[config.mk]
export PLATFORM = sky130hd
export DESIGN_NAME = reg_file
export DESIGN_NICKNAME = d
export VERILOG_FILES = /design/src/rtl/reg_file_pkg.sv /design/src/rtl/reg_file.sv
export SDC_FILE = /design/constraint.sdc
export NUM_CORES = 1
export LEC_CHECK = 0
export ABC_AREA = 1
export CAP_MARGIN = 20
export CORE_UTILIZATION = 50
export DETAILED_ROUTE_END_ITERATION = 8
export PLACE_DENSITY = 0.71
export SLEW_MARGIN = 40
export SYNTH_ARGS = -nofsm -noshare
export SYNTH_HDL_FRONTEND = slang
export SYNTH_SLANG_ARGS = --single-unit
[constraint.sdc]
create_clock -name CLK -period 1.71 [get_ports CLK]
set_input_delay 0.2565 -clock CLK [delete_from_list [all_inputs] [get_ports CLK]]
set_output_delay 0.2565 -clock CLK [all_outputs]
set_load 0.005 [all_outputs]
[src/rtl/reg_file_pkg.sv]
// Shared types and default sizes for the register file and its ALU neighbour.
package reg_file_pkg;

  // Default geometry of the register file.
  localparam int unsigned DEFAULT_WIDTH    = 8;
  localparam int unsigned DEFAULT_NUM_REGS = 8;
  localparam int unsigned DEFAULT_ADDR_W   = $clog2(DEFAULT_NUM_REGS);

  // Operand width shared with the ALU (DATA1/DATA2/RESULT).
  localparam int unsigned ALU_OPERAND_W = 8;

  // Clear sequencer states.
  typedef enum logic {
    CLEAR = 1'b0,
    READY = 1'b1
  } rf_state_e;

endpackage : reg_file_pkg

[src/rtl/reg_file.sv]
// Two-read/one-write register file with a sequenced clear after reset.
// Reads are combinational and forced to zero while the clear runs.
module reg_file
  import reg_file_pkg::*;
#(
  parameter int unsigned WIDTH    = DEFAULT_WIDTH,
  parameter int unsigned NUM_REGS = DEFAULT_NUM_REGS,
  parameter int unsigned ADDR_W   = $clog2(NUM_REGS),
  parameter bit          BYPASS   = 1'b0
) (
  input  logic              CLK,
  input  logic              RESET,
  input  logic [WIDTH-1:0]  IN,
  input  logic [ADDR_W-1:0] INADDRESS,
  input  logic              WRITE,
  input  logic [ADDR_W-1:0] OUT1ADDRESS,
  input  logic [ADDR_W-1:0] OUT2ADDRESS,
  output logic [WIDTH-1:0]  OUT1,
  output logic [WIDTH-1:0]  OUT2,
  output logic              BUSY
);

  localparam logic [ADDR_W-1:0] LAST_PTR = ADDR_W'(NUM_REGS - 1);

  rf_state_e         state_q, state_d;
  logic [ADDR_W-1:0] ptr_q, ptr_d;
  logic [WIDTH-1:0]  regs_q [NUM_REGS];
  logic [WIDTH-1:0]  regs_d [NUM_REGS];
  logic              wr_en;

  // A write only takes effect in READY and when reset is not overriding it.
  assign wr_en = WRITE && !RESET && (state_q == READY);
  assign BUSY  = (state_q == CLEAR);

  // Next-state logic: reset restarts the clear, CLEAR zeroes one entry per edge.
  always_comb begin
    state_d = state_q;
    ptr_d   = ptr_q;
    regs_d  = regs_q;
    if (RESET) begin
      state_d = CLEAR;
      ptr_d   = '0;
    end else begin
      case (state_q)
        CLEAR: begin
          regs_d[ptr_q] = '0;
          ptr_d         = ptr_q + ADDR_W'(1);
          if (ptr_q == LAST_PTR) begin
            state_d = READY;
          end
        end
        READY: begin
          if (WRITE) begin
            regs_d[INADDRESS] = IN;
          end
        end
        default: begin
          state_d = CLEAR;
          ptr_d   = '0;
        end
      endcase
    end
  end

  // Sequencer state register with synchronous reset.
  always_ff @(posedge CLK) begin
    if (RESET) begin
      state_q <= CLEAR;
      ptr_q   <= '0;
    end else begin
      state_q <= state_d;
      ptr_q   <= ptr_d;
    end
  end

  // Storage array; contents are only ever zeroed by the clear sequence.
  always_ff @(posedge CLK) begin
    regs_q <= regs_d;
  end

  // Combinational read ports with optional same-cycle write forwarding.
  always_comb begin
    OUT1 = '0;
    OUT2 = '0;
    if (state_q == READY) begin
      OUT1 = regs_q[OUT1ADDRESS];
      OUT2 = regs_q[OUT2ADDRESS];
      if (BYPASS && wr_en && (OUT1ADDRESS == INADDRESS)) begin
        OUT1 = IN;
      end
      if (BYPASS && wr_en && (OUT2ADDRESS == INADDRESS)) begin
        OUT2 = IN;
      end
    end
  end

endmodule : reg_file
==> impl_metrics.sql, run 1 <==
INSERT INTO impl_metrics (metric_group, metric, value, unit) VALUES
('detailed_routing', 'dr.pass1.iters', '7', ''),
('synthesis', 'synthTopCellsByArea', 'edfxtp_1, nand3_1, nand2_1', ''),
('sta', 'setup_tns', '0', 'ps'),
('hold_path', 'whs_path_depth', '2', ''),
('critical_path', 'timing.rr.start', 'state_q', ''),
('sta', 'timing.final.hold_violations', '0', ''),
('detailed_routing', 'vias', '4896', ''),
('detailed_routing', 'detailedRoute.firstIterationViolations', '565', ''),
('synthesis', 'postSynth.topFlopCell', 'edfxtp_1', ''),
('placement', 'detailed_place_hpwl', '10400', 'um'),
('global_route', 'grt_pass1_vias', '4413', ''),
('clock_tree', 'cts_hold_repair.buffers', '0', ''),
('sta', 'slew_viol_final', '0', ''),
('global_route', 'grt_first_pass_wirelength', '23700', 'um'),
('critical_path', 'reg2regPathDepth', '3', ''),
('synthesis', 'synth_commonest_cells', 'nand2_1, nand3_1, inv_1', ''),
('critical_path', 'worst_ep_arrival_time', '1390', 'ps'),
('power', 'p_per_area', '800', 'nW/um2'),
('clock_tree', 'tritoncts', 'built', ''),
('synthesis', 'synth.top_cell.area_share', '42.3', '%'),
('global_route', 'number_of_antenna_violations_at_the_first_check_in_global_routing', '0', ''),
('hold_path', 'worstHoldPathType', 'flop to flop', ''),
('synthesis', 'synth_area_leader_cell', 'edfxtp_1', ''),
('clock_tree', 'number_of_buffers_created_by_cts', '9', ''),
('placement', 'gp_congestion', '0.907', ''),
('clock_tree', 'root_buffer_cell', 'clkbuf_8', ''),
('sta', 'tightest_slew', '528', 'ps'),
('clock_tree', 'cts.sinks', '68', ''),
('global_route', 'grt_start_max_net_pins', '49', ''),
('power', 'cellLeakagePower', '0.00264', 'uW'),
('finish', 'fin_nets', '734', ''),
('synthesis', 'yosysUniqueCellTypes', '18', ''),
('placement', 'preCtsSetupSlack', '-579', 'ps'),
('global_route', 'grt_overflow', '0', ''),
('critical_path', 'worst_ep_required_time', '1450', 'ps'),
('critical_path', 'timing.critical_path.from', 'regs_q[57]', ''),
('global_route', 'globalRouteTotalUtil', '32.4', '%'),
('critical_path', 'timing.reg2reg.setup_slack', '190', 'ps'),
('critical_path', 'critical_path_class', 'flop to output port', ''),
('clock_tree', 'clk_transition_reported_paths', '80', 'ps'),
('critical_path', 'max_fo_critical_path', '2', ''),
('sta', 'post-route-min-period', '1650', 'ps'),
('sta', 'worst_slew_margin_rel', '64.7', '%'),
('finish', 'total_inserted_antenna_cells', '0', ''),
('finish', 'area.growth.synth_to_final', '24.7', '%'),
('detailed_routing', 'routed_via_density', '5.93', ''),
('clock_tree', 'cts.htree.levels', '3', ''),
('detailed_routing', 'dr_wl_met2', '6870', 'um'),
('placement', 'port_buffers', '36', ''),
('detailed_routing', 'drt.antenna.violating_nets', '0', ''),
('synthesis', 'number_of_instances_in_the_synthesized_netlist', '625', ''),
('detailed_routing', 'met1_length', '5910', 'um'),
('synthesis', 'synth.cell_area', '4550', 'um2'),
('sta', 'report.final.setup_viol', '0', ''),
('status', 'status', 'completed', ''),
('sta', 'rsz0062_at_grt', 'true', ''),
('floorplan', 'floorplan.die.width', '97.3', 'um'),
('synthesis', 'syn_avg_cell_area', '7.27', 'um2'),
('sta', 'fmaxAchievable', '607', 'MHz'),
('detailed_routing', 'met3_length', '1950', 'um'),
('detailed_routing', 'route.detailed.wl_per_inst', '18.6', 'um'),
('hold_path', 'worstHoldStart', 'ptr_q[0]', ''),
('synthesis', 'most_common_cell_in_the_netlist', 'nand2_1', ''),
('detailed_routing', 'drc_errors', '0', ''),
('critical_path', 'worstSetupEndpointType', 'output port', ''),
('floorplan', 'top_level_ports', '37', ''),
('flow_run', 'maxCapViolations', '0', ''),
('finish', 'drive_gt1_share', '22.6', '%'),
('synthesis', 'synth-async-reset-ratio', '0', '%'),
('floorplan', 'design.die.area', '9480', 'um2'),
('synthesis', 'synth_seq_area_share', '44.0', '%');
final cells by class:
cell class                      count  area, um2
Fill cell                         786       3090
Multi-Input combinational cell    447       2070
Sequential cell                    68       2000
Timing Repair Buffer              111        981
Inverter                           75        292
Tap cell                          108        135
Clock buffer                        9        124
Clock inverter                      7       67.6
critical path, cell delays in order, from the launching register on:
cell and delay, ps:
edfxtp_1 400, inv_1 120, nand2_1 80, nand3_1 80
nand2_1 70, nor2_1 130, nor2_1 60, buf_2 120
per-stage QoR:
| stage | util (%) | power, uW | cell area [um2] |
|---|---|---|---|
| final | 64.7 | 4540 | 5670 |
| after global routing | 64.7 | 4720 | 5670 |
| after CTS | 63.6 | 4420 | 5580 |
| after detailed placement | 58.8 | 3060 | 5160 |
| after global placement | 58.8 | 3040 | 5160 |
| after floorplan | - | 2740 | 4550 |
flip-flops by register name, summed over array words and instances (netlist names):
name / cells
regs_q: 64
ptr_q: 3
state_q: 1
logic make-up after synthesis:
kind of cell	after synthesis	synth area share [%]
AO/OA/AOI/OAI	76	8.62
AND/OR/NAND/NOR	369	34.7
adder cells (fa/ha/maj)	2	0.550
buffers and inverters	110	12.1
flip-flops	68	44.0
worst max path at each step:
| stage | slack (ps) | to | cells past startpoint |
|---|---|---|---|
| 2_1_floorplan | 230 | regs_q[16] | 3 |
| 3_3_place_gp | -540 | OUT1[6] | 9 |
| 3_5_place_dp | -580 | OUT2[3] | 8 |
| 4_1_cts | 0.09 | OUT2[2] | 7 |
| 5_1_grt | -30 | OUT1[1] | 7 |
| 6_report | 60 | OUT1[1] | 7 |
layer usage:
| layer | track usage, % | vias up |
|---|---|---|
| met4 | 12.2 | 0 |
| met2 | 50.9 | 371 |
| met1 | 44.2 | 2238 |
| li1 | - | 2247 |
| met5 | 0 | - |
| met3 | 6.69 | 40 |
layout by cell type (no fill, tap or decap), types with 3 or more instances in the layout:
cell type and instances:
a21oi_1 9, buf_12 8, buf_4 62, buf_6 3, clkbuf_2 15, clkbuf_8 9
clkdlybuf4s50_1 16, dfxtp_1 4, edfxtp_1 64, inv_1 40, inv_2 33, nand2_1 175
nand3_1 142, nand3_2 12, nor2_1 34, nor2_2 5, o21ai_0 62
power breakdown:
part / internal, uW / switching [uW]
sequential: 2030 / 119
combinational: 459 / 624
clock: 665 / 637
total: 3160 / 1380
repair_timing:
| action | in CTS | in global routing |
|---|---|---|
| setup buffers | 18 | 18 |
| cloned | 2 | 0 |
| endpoints found under the hold margin | 0 | 0 |
| resized for setup | 68 | 46 |
| pin swaps | 24 | 21 |
| endpoints found under the setup margin | 17 | 16 |
Note: power is estimated with default switching activity, not from simulation.
==> run 2: changes to the inputs <==
- clock period: 1.71 -> 1.9 ns (I/O delays scaled with it)
==> run 2 against run 1 <==
Sequential power decreased by 10%. Clock power decreased by 22%. Combinational power decreased by 20%. Sequential cell count unchanged. Wire length decreased by 5.3%. Register-to-register slack improved by 220 ps. Global-route usage decreased by 1.3 points. Die area unchanged. Core utilization decreased by 3.2 points. Largest power group unchanged.
==> impl_metrics.sql, run 2 (same netlist as run 1, synthesis figures left out) <==
INSERT INTO impl_metrics (metric_group, metric, value, unit) VALUES
('status', 'status', 'completed', ''),
('detailed_routing', 'drc_errors', '0', ''),
('clock_tree', 'worst_skew_late_latency', '350', 'ps'),
('critical_path', 'worst_ep_required_time', '1620', 'ps'),
('finish', 'largest_register_by_flop_count', 'regs_q', ''),
('detailed_routing', 'postRouteWirelength', '14500', 'um'),
('finish', 'layout_common_cells', 'nand2_1, nand3_1, edfxtp_1', ''),
('sta', 'timing.final.hold_violations', '0', ''),
('finish', 'largest_registers', 'regs_q x64, ptr_q x3, state_q x1', ''),
('clock_tree', 'cts.htree.levels', '3', ''),
('global_route', 'grt_pass1_vias', '4248', ''),
('critical_path', 'critPathLaunchType', 'flop', ''),
('detailed_routing', 'dr.pass1.iters', '6', ''),
('finish', 'mostFrequentLayoutCell', 'nand2_1', ''),
('floorplan', 'design.die.area', '9480', 'um2'),
('sta', 'report.final.setup_viol', '0', ''),
('placement', 'port_buffers', '36', ''),
('global_route', 'grt_overflow', '0', ''),
('power', 'vdd_drop_max', '0.516', 'mV'),
('hold_path', 'worstHoldPathType', 'flop to flop', ''),
('critical_path', 'path_delay_family', 'buffers and inverters', ''),
('detailed_routing', 'routed_via_density', '5.93', ''),
('floorplan', 'floorplan.die.width', '97.3', 'um'),
('critical_path', 'worst_ep_arrival_time', '1550', 'ps'),
('global_route', 'grt_start_max_net_pins', '50', ''),
('sta', 'slew_viol_final', '0', ''),
('critical_path', 'critPathMaxStageDelay', '530', 'ps'),
('power', 'fin_total_pwr', '3810', 'uW'),
('floorplan', 'top_level_ports', '37', ''),
('critical_path', 'max_fo_critical_path', '17', ''),
('global_route', 'grt_first_pass_wirelength', '22600', 'um'),
('clock_tree', 'number_of_buffers_created_by_cts', '9', ''),
('placement', 'preCtsSetupSlack', '-441', 'ps'),
('critical_path', 'critical_path_class', 'flop to output port', ''),
('detailed_routing', 'detailedRoute.firstIterationViolations', '568', ''),
('clock_tree', 'cts.sinks', '68', ''),
('detailed_routing', 'drt.antenna.violating_nets', '0', ''),
('power', 'p_per_area', '706', 'nW/um2'),
('clock_tree', 'cts_max_path_buffers', '2', ''),
('clock_tree', 'tritoncts', 'built', ''),
('flow_run', 'maxCapViolations', '0', ''),
('detailed_routing', 'vias', '4730', ''),
('finish', 'drive_gt1_share', '11.9', '%'),
('sta', 'rsz0062_at_grt', 'false', ''),
('clock_tree', 'cts_hold_repair.buffers', '0', ''),
('sta', 'setup_tns', '0', 'ps'),
('floorplan', 'floorplan.die.height', '97.3', 'um'),
('critical_path', 'worstSetupEndpointType', 'output port', ''),
('sta', 'fmaxAchievable', '545', 'MHz'),
('finish', 'area.growth.synth_to_final', '18.6', '%'),
('critical_path', 'crit_path_top_delay_cell', 'clkdlybuf4s50_1', ''),
('sta', 'worst_hold_slack', '566', 'ps'),
('global_route', 'number_of_antenna_violations_at_the_first_check_in_global_routing', '0', ''),
('critical_path', 'crit_buf_inv', '3', ''),
('sta', 'timing.final.ws_setup', '65.5', 'ps'),
('global_route', 'globalRouteTotalUtil', '31.0', '%'),
('sta', 'fin_worst_skew', '8.43', 'ps'),
('floorplan', 'start_util', '51.9', '%'),
('sta', 'worst_slew_margin_rel', '66.0', '%'),
('floorplan', 'core_area', '8760', 'um2'),
('finish', 'fin_nets', '707', ''),
('clock_tree', 'clk_transition_reported_paths', '70', 'ps'),
('sta', 'final.period_utilization', '96.6', '%'),
('sta', 'post-route-min-period', '1830', 'ps'),
('clock_tree', 'root_buffer_cell', 'clkbuf_8', ''),
('placement', 'gp_congestion', '0.916', ''),
('sta', 'tightest_slew', '510', 'ps'),
('power', 'cellLeakagePower', '0.00255', 'uW'),
('floorplan', 'num_rows', '34', ''),
('detailed_routing', 'route.detailed.wl_per_inst', '18.2', 'um'),
('finish', 'flip_flop_count_of_the_largest_register_after_layout', '64', ''),
('placement', 'detailed_place_hpwl', '10300', 'um'),
('critical_path', 'cells_along_the_critical_path', 'inv_2 -> buf_4 -> clkdlybuf4s50_1', ''),
('finish', 'total_inserted_antenna_cells', '0', '');
[run 2: cell count changes in the layout (fill, tap and decap cells not counted), moves of 3 or more]
cell / previous run / this run
buf_4: 62 / 41
buf_6: 3 / 0
clkbuf_2: 15 / 0
dlygate4sd2_1: 2 / 18
inv_1: 40 / 62
inv_2: 33 / 11
nand3_1: 142 / 153
nand3_2: 12 / 1
[run 2: final timing paths]
path / startpoint / to / slack (ps) / cells after the start
setup / recovery: state_q / BUSY / 70 / 3
hold / removal: ptr_q[0] / ptr_q[0] / 570 / 2
setup reg to reg: state_q / regs_q[18] / 410 / 3
hold reg to reg: ptr_q[0] / ptr_q[0] / 570 / 2
[run 2: worst min-delay path, stage by stage, from the launching register on]
cell and delay, ps:
dfxtp_1 370, nand2_1 90, a21oi_1 60
[run 2: timing repair]
item | CTS | global route
pin swaps | 3 | 0
setup buffers | 9 | 2
cloned | 1 | 0
endpoints found under the setup margin | 16 | 4
gates resized for setup | 38 | 2
[run 2: layout make-up]
type                            count  area [um2]
Sequential cell                    68        2000
Inverter                           75         292
Multi-Input combinational cell    447        2010
Fill cell                         885        3370
Clock buffer                       11         131
Tap cell                          108         135
Timing Repair Buffer               84         795
Clock inverter                      5        28.8
[run 2: through the flow]
step	utilization, %	instances	instance area, um2
final	61.5	798	5390
after detailed placement	58.5	770	5120
after global routing	61.5	798	5390
after floorplan	-	625	4550
after CTS	61.3	796	5370
after global placement	58.5	770	5120
[run 2: where the power goes]
group | internal [uW] | switching [uW] | leakage [uW]
Combinational | 343 | 517 | 0.00179
Clock | 467 | 549 | 0.0000868
Sequential | 1830 | 102 | 0.000669
[run 2: routing by layer]
layer | global-route usage [%] | vias to the layer above | wire length [um]
met3 | 5.90 | 32 | 1730
met5 | 0 | - | 0
met4 | 11.4 | 0 | 361
met1 | 44.0 | 2187 | 5850
met2 | 47.3 | 315 | 6570
li1 | - | 2196 | -
==> run 3: changes to the inputs <==
- PLACE_DENSITY: 0.71 -> 0.74
- clock period: 1.9 -> 1.6 ns (I/O delays scaled with it)
==> run 3 against run 2 <==
The run now ends with setup timing left. Worst hold slack gained 15 ps. Sequential power grew 19%. Register-to-register slack worse by 320 ps. Global-route usage grew 0.13 points. Final cell count is 4.8% higher. Die area unchanged. Design area rose by 8.2%. Clock skew rose by 1.1 ps.
==> impl_metrics.sql, run 3 (same netlist as run 1, synthesis figures left out) <==
INSERT INTO impl_metrics (metric_group, metric, value, unit) VALUES
('detailed_routing', 'drc_errors', '0', ''),
('critical_path', 'critical_path_class', 'flop to output port', ''),
('finish', 'fillers', '733', ''),
('critical_path', 'worstSetupEndpointType', 'output port', ''),
('critical_path', 'critPathLaunchType', 'flop', ''),
('detailed_routing', 'drt.antenna.violating_nets', '0', ''),
('floorplan', 'floorplan.die.height', '97.3', 'um'),
('detailed_routing', 'detailedRoute.firstIterationViolations', '517', ''),
('sta', 'fmaxAchievable', '611', 'MHz'),
('flow_run', 'maxCapViolations', '0', ''),
('sta', 'slew_viol_final', '0', ''),
('floorplan', 'start_util', '51.9', '%'),
('global_route', 'grt_start_max_net_pins', '34', ''),
('clock_tree', 'worst_skew_late_latency', '350', 'ps'),
('clock_tree', 'clk_transition_reported_paths', '70', 'ps'),
('finish', 'drive_gt1_share', '28.7', '%'),
('critical_path', 'max_fo_critical_path', '2', ''),
('sta', 'fin_worst_skew', '9.51', 'ps'),
('global_route', 'grt_pass1_vias', '4408', ''),
('finish', 'mostFrequentLayoutCell', 'nand2_1', ''),
('detailed_routing', 'routed_via_density', '5.88', ''),
('finish', 'fin_nets', '745', ''),
('critical_path', 'worst_ep_required_time', '1360', 'ps'),
('detailed_routing', 'vias', '4918', ''),
('power', 'fin_total_pwr', '5090', 'uW'),
('clock_tree', 'cts_max_path_buffers', '2', ''),
('finish', 'largest_register_by_flop_count', 'regs_q', ''),
('sta', 'timing.final.ws_setup', '-37.9', 'ps'),
('sta', 'worst_slew_margin_rel', '69.8', '%'),
('detailed_routing', 'route.detailed.wl_per_inst', '17.8', 'um'),
('finish', 'flip_flop_count_of_the_largest_register_after_layout', '64', ''),
('placement', 'gp_congestion', '0.956', ''),
('placement', 'port_buffers', '36', ''),
('sta', 'tightest_slew', '452', 'ps'),
('global_route', 'number_of_antenna_violations_at_the_first_check_in_global_routing', '0', ''),
('clock_tree', 'tritoncts', 'built', ''),
('power', 'p_per_area', '872', 'nW/um2'),
('finish', 'area.growth.synth_to_final', '28.3', '%'),
('sta', 'final.period_utilization', '102', '%'),
('placement', 'detailed_place_hpwl', '9940', 'um'),
('placement', 'cell_area_placed', '5150', 'um2'),
('sta', 'post-route-min-period', '1640', 'ps'),
('floorplan', 'floorplan.die.width', '97.3', 'um'),
('power', 'vdd_drop_max', '0.681', 'mV'),
('clock_tree', 'number_of_buffers_created_by_cts', '9', ''),
('status', 'status', 'finished, violations left', ''),
('global_route', 'grt_overflow', '0', ''),
('clock_tree', 'cts.htree.levels', '3', ''),
('sta', 'report.final.setup_viol', '6', ''),
('global_route', 'globalRouteTotalUtil', '31.1', '%'),
('critical_path', 'worst_ep_arrival_time', '1400', 'ps'),
('global_route', 'grt_first_pass_wirelength', '23000', 'um'),
('status', 'violations_in_the_final_reports', 'setup timing', ''),
('detailed_routing', 'dr.pass1.iters', '5', ''),
('power', 'cellLeakagePower', '0.00271', 'uW'),
('sta', 'timing.final.hold_violations', '0', ''),
('finish', 'largest_registers', 'regs_q x64, ptr_q x3, state_q x1', ''),
('detailed_routing', 'postRouteWirelength', '14900', 'um'),
('sta', 'rsz0062_at_grt', 'true', ''),
('clock_tree', 'root_buffer_cell', 'clkbuf_8', ''),
('floorplan', 'design.die.area', '9480', 'um2'),
('floorplan', 'num_rows', '34', ''),
('floorplan', 'core_area', '8760', 'um2'),
('finish', 'layout_common_cells', 'nand2_1, nand3_1, buf_4', ''),
('finish', 'total_inserted_antenna_cells', '0', ''),
('clock_tree', 'cts.sinks', '68', ''),
('floorplan', 'top_level_ports', '37', ''),
('finish', 'stdcell_area', '5830', 'um2'),
('hold_path', 'worstHoldPathType', 'flop to flop', '');
==> run 3: cell type report <==
cell class / count / area [um2] / share of cell area (%)
clock buffer: 10 / 128 / 2.19
clock inverter: 6 / 88.8 / 1.52
inverter: 75 / 292 / 5.00
multi-input combinational: 447 / 2140 / 36.8
sequential: 68 / 2000 / 34.3
tap: 108 / 135 / 2.32
timing repair buffer: 122 / 1040 / 17.9
==> run 3: final timing paths <==
kind / endpoint / slack (ps) / startpoint / cells past startpoint
worst max-delay path: OUT2[0] / -40 / regs_q[24] / 8
worst min-delay path: ptr_q[0] / 580 / ptr_q[0] / 2
worst max register to register: regs_q[1] / 90 / state_q / 5
worst min register to register: ptr_q[0] / 580 / ptr_q[0] / 2
==> run 3: critical path: stages, from the launching register on <==
cell and delay (ps):
edfxtp_1 370, inv_2 70, buf_4 130, nand2_2 50
nand3_2 70, nand3_2 70, nand2_2 50, nor2_1 110
buf_2 130
==> run 3: timing repair <==
| action | CTS | global route |
|---|---|---|
| gates resized for setup | 111 | 53 |
| setup buffers | 30 | 17 |
| gates cloned | 1 | 0 |
| pin swaps | 48 | 38 |
| setup endpoints to repair | 17 | 16 |
| hold buffers | 0 | 0 |
==> run 3: power by group <==
part	leakage, uW	internal (uW)	switching (uW)
Sequential	0.000669	2170	127
Clock	0.000102	877	683
Combinational	0.00194	536	691
Total	0.00271	3590	1500
==> run 3: layer usage <==
layer,GRT usage [%],share of wire (%),vias up
li1,-,-,2270
met2,45.0,44,342
met4,12.7,3.3,0
met1,45.1,41,2263
met3,7.12,12,43
met5,0,0,-
==> run 3: through the flow <==
stage | utilization (%) | cells | setup slack, ps | hold WS (ps) | TNS [ps]
after detailed placement | 58.8 | 772 | -648 | 550 | -13020
after CTS | 63.7 | 819 | -77.5 | 560 | -229
after global routing | 66.6 | 836 | -86.2 | 613 | -912
final | 66.6 | 836 | -37.9 | 581 | -90.6
after global placement | 58.8 | 772 | -638 | 532 | -12190
after floorplan | - | 625 | 117 | 309 | 0
